### config.mk
export PLATFORM = sky130hd
export DESIGN_NAME = imm_extend_pipe
export DESIGN_NICKNAME = d
export VERILOG_FILES = /design/src/rtl/imm_extend_pipe.sv
export SDC_FILE = /design/constraint.sdc
export NUM_CORES = 1
export LEC_CHECK = 0
export ABC_AREA = 1
export BUFFER_PORTS_ARGS = -buffer_cell sky130_fd_sc_hd__buf_2
export CAP_MARGIN = 40
export CELL_PAD_IN_SITES_DETAIL_PLACEMENT = 1
export CELL_PAD_IN_SITES_GLOBAL_PLACEMENT = 1
export CORE_MARGIN = 1.5
export CORE_UTILIZATION = 35
export CTS_BUF_LIST = sky130_fd_sc_hd__clkbuf_4
export DETAILED_ROUTE_END_ITERATION = 16
export GPL_ROUTABILITY_DRIVEN = 0
export MAX_ROUTING_LAYER = met4
export PLACE_DENSITY = 0.71
export SYNTH_ARGS = -nofsm -noshare
export SYNTH_HDL_FRONTEND = slang
export SYNTH_SLANG_ARGS = --single-unit
### constraint.sdc
create_clock -name clk -period 5.4 [get_ports clk]
set_input_delay 0.54 -clock clk [delete_from_list [all_inputs] [get_ports clk]]
set_output_delay 0.54 -clock clk [all_outputs]
set_load 0.1 [all_outputs]
### src/rtl/imm_extend_pipe.sv
// Decode-stage immediate generator with a valid/ready output register and a
// one-entry skid register, so execute can stall without decode dropping data.
module imm_extend_pipe #(
    parameter int XLEN  = 32,
    parameter int TAG_W = 32
) (
    input  logic             clk,
    input  logic             rst,
    input  logic             flush,
    input  logic             in_valid,
    output logic             in_ready,
    input  logic [2:0]       ImmSrc,
    input  logic [24:0]      Instr31_7,
    input  logic [TAG_W-1:0] in_tag,
    output logic             out_valid,
    input  logic             out_ready,
    output logic [XLEN-1:0]  ImmExt,
    output logic [TAG_W-1:0] out_tag,
    output logic             out_illegal
);

    logic [31:7]      w_ins;
    logic [31:0]      w_imm32;
    logic             w_zext;
    logic             w_ill;
    logic [XLEN-1:0]  w_imm;
    logic             w_accept;
    logic             w_pop;

    logic             r_out_valid;
    logic [XLEN-1:0]  r_out_imm;
    logic [TAG_W-1:0] r_out_tag;
    logic             r_out_ill;
    logic             r_skd_valid;
    logic [XLEN-1:0]  r_skd_imm;
    logic [TAG_W-1:0] r_skd_tag;
    logic             r_skd_ill;

    assign w_ins = Instr31_7;

    // Every form is built as a 32-bit pattern first, then widened to XLEN
    // either by sign or by zero extension.
    always_comb begin
        w_imm32 = 32'd0;
        w_zext  = 1'b0;
        w_ill   = 1'b0;
        case (ImmSrc)
            3'b000: w_imm32 = {{20{w_ins[31]}}, w_ins[31:20]};
            3'b001: w_imm32 = {{20{w_ins[31]}}, w_ins[31:25], w_ins[11:7]};
            3'b010: w_imm32 = {{19{w_ins[31]}}, w_ins[31], w_ins[7], w_ins[30:25],
                               w_ins[11:8], 1'b0};
            3'b011: w_imm32 = {{11{w_ins[31]}}, w_ins[31], w_ins[19:12], w_ins[20],
                               w_ins[30:21], 1'b0};
            3'b100: w_imm32 = {w_ins[31:12], 12'd0};
            3'b101: begin
                w_imm32 = {27'd0, w_ins[19:15]};
                w_zext  = 1'b1;
            end
            3'b110: begin
                w_imm32 = (XLEN == 64) ? {26'd0, w_ins[25:20]} : {27'd0, w_ins[24:20]};
                w_zext  = 1'b1;
            end
            default: begin
                w_imm32 = 32'd0;
                w_zext  = 1'b1;
                w_ill   = 1'b1;
            end
        endcase
    end

    assign w_imm    = w_zext ? XLEN'(w_imm32) : XLEN'($signed(w_imm32));
    assign in_ready = ~r_skd_valid;
    assign w_accept = in_valid & ~r_skd_valid;
    assign w_pop    = r_out_valid & out_ready;

    always_ff @(posedge clk or posedge rst) begin
        if (rst) begin
            r_out_valid <= 1'b0;
            r_out_imm   <= '0;
            r_out_tag   <= '0;
            r_out_ill   <= 1'b0;
            r_skd_valid <= 1'b0;
            r_skd_imm   <= '0;
            r_skd_tag   <= '0;
            r_skd_ill   <= 1'b0;
        end else if (flush) begin
            r_out_valid <= 1'b0;
            r_skd_valid <= 1'b0;
        end else if (!r_out_valid) begin
            if (w_accept) begin
                r_out_valid <= 1'b1;
                r_out_imm   <= w_imm;
                r_out_tag   <= in_tag;
                r_out_ill   <= w_ill;
            end
        end else if (!r_skd_valid) begin
            if (w_accept && w_pop) begin
                r_out_imm <= w_imm;
                r_out_tag <= in_tag;
                r_out_ill <= w_ill;
            end else if (w_accept) begin
                r_skd_valid <= 1'b1;
                r_skd_imm   <= w_imm;
                r_skd_tag   <= in_tag;
                r_skd_ill   <= w_ill;
            end else if (w_pop) begin
                r_out_valid <= 1'b0;
            end
        end else if (w_pop) begin
            // Skid drains into the output; input reopens next cycle.
            r_out_imm   <= r_skd_imm;
            r_out_tag   <= r_skd_tag;
            r_out_ill   <= r_skd_ill;
            r_skd_valid <= 1'b0;
        end
    end

    assign out_valid   = r_out_valid;
    assign ImmExt      = r_out_imm;
    assign out_tag     = r_out_tag;
    assign out_illegal = r_out_ill;

endmodule

## Yosys cells after proc, flatten, opt, wreduce, memory -nomap -nowiden

Index checks and enable logic that the tools add are counted.

- Register bits: 132
- Word-level logic and storage cells: 56
- Output and inout port bits: 67
- Input bits: 65

- Muxes and demuxes: 28
- Bitwise logic cells: 5
- Eq/ne operators: 8
- Reductions and logical operators: 7

Operators with widths:

| operator | count |
|---|---|
| $mux 32 | 10 |
| $pmux 32 s7 | 1 |
| $mux 1 | 17 |
| $eq 3x3->1 const B | 3 |
| $reduce_or 7->1 | 1 |
| $eq 3x2->1 const B | 2 |
| $reduce_and 5->1 | 1 |
| $reduce_and 4->1 | 1 |
| $reduce_bool 2->1 | 2 |
| $eq 3x1->1 const B | 1 |
| $logic_not 3->1 | 1 |
| $ne 3x1->1 const B | 1 |
| $ne 3x3->1 const B | 1 |
| $not 1->1 | 3 |
| $and 1x1->1 | 2 |
| $logic_and 1x1->1 | 1 |

## Logic depth before layout (Yosys ltp)

Gate-level depths: netlist (run 1).

- Depth after elaboration: 7
- Mapped depth: 9
- Depth with buffers taken out: 8

## Least setup slack after synthesis (run 1)

Ideal clock, no wire load.

- Path type: register to register
- Start: reg r_out_valid (netlist: out_valid)
- End: reg r_out_tag[10] (netlist: out_tag[10])
- Slack: 3.339 ns
- Library setup time: 0.132 ns
- Path buffers: 3
- Cell stages (with the launch flop): 9
- Clock period less this slack: 2.061 ns
- Required time: 5.268 ns
- Data arrival time: 1.929 ns
- Path through: dfrtp_1 -> buf_2 -> inv_1 -> nand2_1 -> nand3_2 -> buf_4 -> buf_2 -> nand2_1 -> o31ai_1

- Word-level cells in the longest chain between the ends: 4
- Elaborated cells on any way between the ends: 7
- Classes of those cells: eq/ne: 2; mux: 1; bitwise: 1; reduce/logical: 3

RTL lines:

| item | line | RTL |
|---|---|---|
| start, declared | 30 | `logic r_out_valid;` |
| start signal, assigned | 78 | `r_out_valid <= 1'b0;` |
| start signal, assigned | 87 | `r_out_valid <= 1'b0;` |
| start signal, assigned | 91 | `r_out_valid <= 1'b1;` |
| $and 1x1->1 | 74 | `assign w_pop = r_out_valid & out_ready;` |
| $logic_and 1x1->1 | 97 | `if (w_accept && w_pop) begin` |
| $ne 3x1->1 (no source line) | - |  |
| $reduce_and 4->1 (no source line) | - |  |
| end signal, assigned | 93 | `r_out_tag <= in_tag;` |
| end signal, assigned | 99 | `r_out_tag <= in_tag;` |
| end signal, assigned | 112 | `r_out_tag <= r_skd_tag;` |
| end, declared | 32 | `logic [TAG_W-1:0] r_out_tag;` |

Parallel ways exist; a longest one is shown, timed or not.
A chain may end at the register's enable or synchronous reset.

## Worst setup path after layout (run 1)

- Start: reg r_skd_valid
- End: reg r_out_imm[7] (netlist: ImmExt[7])

- Word-level cells in the longest chain between the ends: 5
- Elaborated cells on any way between the ends: 9
- Classes of those cells: eq/ne: 2; mux: 2; bitwise: 2; reduce/logical: 3

RTL lines:

| item | line | RTL |
|---|---|---|
| start, declared | 34 | `logic r_skd_valid;` |
| start signal, assigned | 82 | `r_skd_valid <= 1'b0;` |
| start signal, assigned | 88 | `r_skd_valid <= 1'b0;` |
| start signal, assigned | 102 | `r_skd_valid <= 1'b1;` |
| $not 1->1 (no source line) | - |  |
| $and 1x1->1 | 73 | `assign w_accept = in_valid & ~r_skd_valid;` |
| $logic_and 1x1->1 | 97 |  |
| $ne 3x1->1 (no source line) | - |  |
| $reduce_and 4->1 (no source line) | - |  |
| end signal, assigned | 92 | `r_out_imm <= w_imm;` |
| end signal, assigned | 98 | `r_out_imm <= w_imm;` |
| end signal, assigned | 111 | `r_out_imm <= r_skd_imm;` |
| end, declared | 31 | `logic [XLEN-1:0] r_out_imm;` |

Parallel ways exist; a longest one is shown, timed or not.

==> impl_metrics.yaml, run 1 <==
outcome:
  outcome: "finished, final reports clean"
cts:
  cts.clk_slew.worst_paths_ns: 0.11
  cts-hold-fix-buffers: 0
  htree_levels: 4
  clock_latency_ns: 0.54
  cts_sinks: 132
  post_cts_buffers: 0
  cts_tree: "done"
  clk_path_buf_depth: 2
  ctsRootBufferMaster: "clkbuf_4"
  cts_made_buffers: 17
  cts.repair.resized: 0
setup_path:
  r2r_slack_ns: 3.01
  reg2reg_depth: 7
  crit_path_max_incr_delay_ns: 0.64
  cp.arrival_ns: 2.85
  critPathMaxFanout: 50
  crit_path_start_kind: "flop"
  rr_startpoint: "r_skd_valid"
  end_kind: "flop"
  r2r-end: "ImmExt[7]"
  crit_chain: "inv_2 > nor2_1 > nor2_1 > nand3_4 > inv_2 > o21ai_0 > o21ai_0"
  crit_required_ns: 5.86
  crit_slowest_cell: "inv_2"
  timing_worst_setup_path_type: "flop to flop"
place:
  placed_cells: 1051
  portBuffers: 131
  hpwl_mm: 11.88
  dp_slack_ns: 2.842
synth:
  synthCells: 740
  synth_area_leaders: "dfrtp_1 (55%), nand2_1 (16%), nor2_1 (7.1%), o31ai_1 (4.8%), a21oi_1 (3.3%)"
  yosysMostFrequentCell: "nand2_1"
  synth-seq-cells: 132
  yosysTopAreaCell: "dfrtp_1"
  ys_seq_area_share_pct: 55.17
  synth_xor_area_share_pct: 0
  synth_edf_count: 0
  synth_cell_types: 24
  synth_compound_area_share_pct: 12.04
  syn-cell-area_um2: 5987
  ys.flop_type: "dfrtp_1"
  yosys.area_share.simple_pct: 27.54
  synth_top_family_by_area: "simple AND/OR/NAND/NOR gates"
  synth_fp_nets: 805
  synth_top_area_share_pct: 55.17
  yosys-top-cells-count: "nand2_1 (256), dfrtp_1 (132), nor2_1 (114), a21oi_1 (40), o31ai_1 (38)"
  synth_mux_area_share_pct: 0
  async_flop_share_pct: 100.0
  yosys_warnings: 0
  postSynthAreaPerCell_um2: 8.091
  synth_fa_ha_area_share_pct: 0
floorplanning:
  num_rows: 47
  die_y_um: 133.8
  initial_core_util_pct: 35.97
  core_area_um2: 16640
  die_w_um: 133.8
  die-area_um2: 17900
  boundaryPins: 132
power_and_ir_drop:
  finalPower_mw: 3.449
  ir_drop_mv: 0.2476
  p_per_area_nw_per_um2: 483.2
  power.leakage_nw: 3.812
drt:
  first_pass_iters: 4
  drc: 0
  ant_nets: 0
  drt_iter0_drc: 262
  num_vias: 5395
  wl_mm: 17.43
  viasPerCell: 4.982
  wl_per_cell_um: 16.09
sta:
  tns_ns: 0
  rsz0062_at_grt: "no"
  fin_crit_ns: 2.390
  fmaxAchievable_mhz: 418.5
  worstMarginPinSlew_ns: 0.8328
  setup_ws_ns: 3.011
  timing.final.crit_share_pct: 44.25
  skew_ns: 0.01534
  finalSetupViolCount: 0
  relSlewSlack_pct: 44.48
  fin_hold_ws_ns: 0.08372
  finalMaxSlewViolations: 0
  final-hold-violation-count: 0
grt:
  grt_start_max_net_pins: 80
  grt_antenna_before_repair: 0
  grt_pass1_wl_mm: 28.14
  track_usage_pct: 20.57
  gr-total-overflow: 0
  grt_pass1_vias: 5599
layout:
  diodes: 0
  layout-drive-gt1-share_pct: 21.44
  nets: 915
  synthToLayoutAreaGrowth_pct: 19.21
  layout.cells.non_filler: 1083
  fill_cells: 2052
min_path:
  hold_class: "primary input to asynchronous set/reset pin"
job:
  max_cap_viol_count: 0
-- state kept, by name (all words and copies together), names as in the netlist --
register,flops
ImmExt,32
out_tag,32
r_skd_imm,32
r_skd_tag,32
out_illegal,1
out_valid,1
r_skd_ill,1
r_skd_valid,1
-- worst max path at each step --
stage          cells past startpoint        start  slack (ns)      endpoint
5_1_grt                            7  r_skd_valid        2.82    ImmExt[10]
3_3_place_gp                       7    out_ready        2.91  r_skd_imm[0]
6_report                           7  r_skd_valid        3.01     ImmExt[7]
3_5_place_dp                       7    out_ready        2.84     ImmExt[7]
4_1_cts                            7  r_skd_valid        2.99     ImmExt[7]
2_1_floorplan                      1          rst        1.33     ImmExt[0]
-- metal layers --
metal	part of all wire (%)	global-route usage, %
met2	50	34.28
met1	45	25.21
met5	0	-
met4	1.6	7.005
met3	3.6	3.817
-- cell families (layout without fill, tap and decap cells) --
group / Yosys count / count (layout)
AO/OA/AOI/OAI: 121 / 121
buffers and inverters: 71 / 194
flip-flops: 132 / 132
AND/OR/NAND/NOR: 416 / 416
-- report_power, final --
group,internal (mW),switching (mW)
logic,0.225,1.09
registers,1.21,0.127
clock network,0.409,0.378
total,1.85,1.60
-- stage by stage --
stage / util [%] / cell area (um2)
final: 42.88 / 7137
after global routing: 42.88 / 7137
after CTS: 42.88 / 7137
after detailed placement: 40.84 / 6797
after global placement: 40.55 / 6749
after floorplan: - / 5987
-- cells in the final DEF, fill, tap and decap left out, types with 4 or more instances in the layout --
cell          n
nand4_1       4
o21ai_1       6
inv_1        20
a31oi_1      10
clkinv_2      4
dfrtp_1     132
inv_2         4
nand2_1     256
clkinvlp_4    4
buf_2       131
or2_2         6
buf_4         4
nor2_1      114
clkbuf_4     17
a21oi_1      40
o21ai_0      24
o31ai_1      38
bufinv_16     5
nand3_1      28
-- worst max-delay path: cells and delay by family, from the launching register on --
| family | cells | cell delay (ns) |
|---|---|---|
| buf+inv | 2 | 0.75 |
| simple gates | 3 | 0.70 |
| flops | 1 | 0.46 |
| compound gates | 2 | 0.36 |
-- layout make-up --
class / count / area, um2 / share of cell area (%)
clock buffers: 17 / 127.6 / 1.788
clock inverters: 15 / 212.7 / 2.980
inverters: 25 / 98.84 / 1.385
multi-input cells: 537 / 2386 / 33.43
flip-flops and latches: 132 / 3303 / 46.28
well taps: 220 / 275.3 / 3.857
repair buffers: 137 / 733.2 / 10.27
(Power assumes the default switching activity.)
==> run 2: changes to the inputs <==
Clock period 5.4 ns to 2.3 ns, I/O delays scaled along.
==> impl_metrics.yaml, run 2 (same netlist as run 1, synthesis figures left out) <==
sta:
  timing.final.crit_share_pct: 85.99
  worstMarginPinSlew_ns: 0.8031
  tns_ns: 0
  rsz0062_at_grt: "no"
  fin_hold_ws_ns: 0.05853
  fmaxAchievable_mhz: 505.6
  relSlewSlack_pct: 46.46
  final-hold-violation-count: 0
  skew_ns: 0.02095
  fin_crit_ns: 1.978
  finalMaxSlewViolations: 0
  finalSetupViolCount: 0
layout:
  mostFrequentLayoutCell: "nand2_1"
  mostFrequentLayoutCells: "nand2_1 (256), dfrtp_1 (132), buf_2 (131), nor2_1 (114), dlygate4sd3_1 (52)"
  synthToLayoutAreaGrowth_pct: 28.88
  layout-drive-gt1-share_pct: 20.48
  layout.cells.non_filler: 1144
  nets: 975
  fill_cells: 2058
  fin_area_um2: 7716
cts:
  cts_sinks: 132
  clock_latency_ns: 0.54
  cts.clk_slew.worst_paths_ns: 0.12
  cts_made_buffers: 17
  cts.repair.resized: 0
  htree_levels: 4
  clk_path_buf_depth: 2
  cts-hold-fix-buffers: 52
  post_cts_buffers: 0
  cts_tree: "done"
  ctsRootBufferMaster: "clkbuf_4"
power_and_ir_drop:
  finalPower_mw: 7.984
  pwr-share-clk_pct: 20.3
  ir_drop_mv: 0.4731
  p_per_area_nw_per_um2: 1035
  power.leakage_nw: 4.071
  power.internal_mw: 4.213
  pwr-share-seq_pct: 39.6
  power_frac_comb_pct: 40.1
  switching_share_pct: 47.23
  switching_power_mw: 3.771
grt:
  grt-busiest-layer: "met2"
  track_usage_pct: 22.26
  gr-total-overflow: 0
  grt_util_met2_pct: 36.86
  grt_start_max_net_pins: 76
  grt_pass1_wl_mm: 30.66
  use_met1_pct: 28.07
  gr-usage-met3_pct: 3.590
  grt_antenna_before_repair: 1
  grt_pass1_vias: 6005
setup_path:
  cp.arrival_ns: 2.43
  end_kind: "flop"
  crit_path_start_kind: "flop"
  timing_worst_setup_path_type: "flop to flop"
  crit_required_ns: 2.75
  critPathMaxFanout: 24
drt:
  wl_mm: 18.32
  wl_per_cell_um: 16.01
  drc: 0
  drt_iter0_drc: 228
  num_vias: 5717
  viasPerCell: 4.997
  ant_nets: 0
  first_pass_iters: 4
job:
  max_cap_viol_count: 0
min_path:
  hold_class: "primary input to flop"
place:
  hpwl_mm: 11.96
  portBuffers: 131
  place_area_um2: 6910
  placed_cells: 1059
floorplanning:
  num_rows: 47
  die-area_um2: 17900
  core_area_um2: 16640
  die_w_um: 133.8
  initial_core_util_pct: 35.97
  die_y_um: 133.8
  boundaryPins: 132
outcome:
  outcome: "finished, final reports clean"
[run 2: worst paths after layout]
path	startpoint	to	slack, ns	cells after the start
worst max-delay path	r_skd_valid	ImmExt[10]	0.32	7
worst min-delay path	Instr31_7[11]	r_skd_imm[18]	0.06	3
worst max register to register	r_skd_valid	ImmExt[10]	0.32	7
worst min register to register	r_skd_tag[9]	r_skd_tag[9]	0.49	2
max in group asynchronous	rst	ImmExt[24]	1.57	4
min in group asynchronous	rst	out_tag[7]	0.34	4
[run 2: per-layer routing]
metal / share of wire (%) / up-vias / wire [um]
met2: 49 / 127 / 8910
li1: - / 2738 / -
met5: 0 / - / 0
met4: 1.9 / 0 / 346
met3: 3.4 / 29 / 624
met1: 46 / 2823 / 8436
[run 2: cell type report]
| class | count | area, um2 | share of cell area [%] |
|---|---|---|---|
| clock inverter | 13 | 140.1 | 1.816 |
| tap | 220 | 275.3 | 3.567 |
| sequential | 132 | 3303 | 42.81 |
| clock buffer | 19 | 142.6 | 1.849 |
| multi-input combinational | 537 | 2386 | 30.92 |
| timing repair buffer | 197 | 1369 | 17.74 |
| inverter | 25 | 97.59 | 1.265 |
| antenna | 1 | 2.502 | 0.03243 |
[run 2: power groups by stage]
stage	Sequential, mW	Clock, mW	Combinational, mW
6_report	3.16	1.62	3.20
5_1_grt	3.23	1.76	3.39
4_1_cts	3.16	1.68	3.22
3_5_place_dp	3.20	0	3.15
3_3_place_gp	3.17	0	3.08
2_1_floorplan	4.97	0	0.711
[run 2: stage by stage]
step                utilization (%)  setup WS (ns)
detailed placement            41.52         0.3162
finish                        46.36         0.3223
CTS                           46.35         0.2724
global route                  46.36         0.1191
floorplan                         -         0.2393
global placement              41.52         0.4241
[run 2: worst max-delay path: stages, from the launching register on]
cell and delay [ns]:
dfrtp_1 0.46, inv_2 0.11, nor2_1 0.05, nor2_1 0.16
nand3_4 0.29, inv_2 0.48, o21ai_0 0.17, o21ai_0 0.16
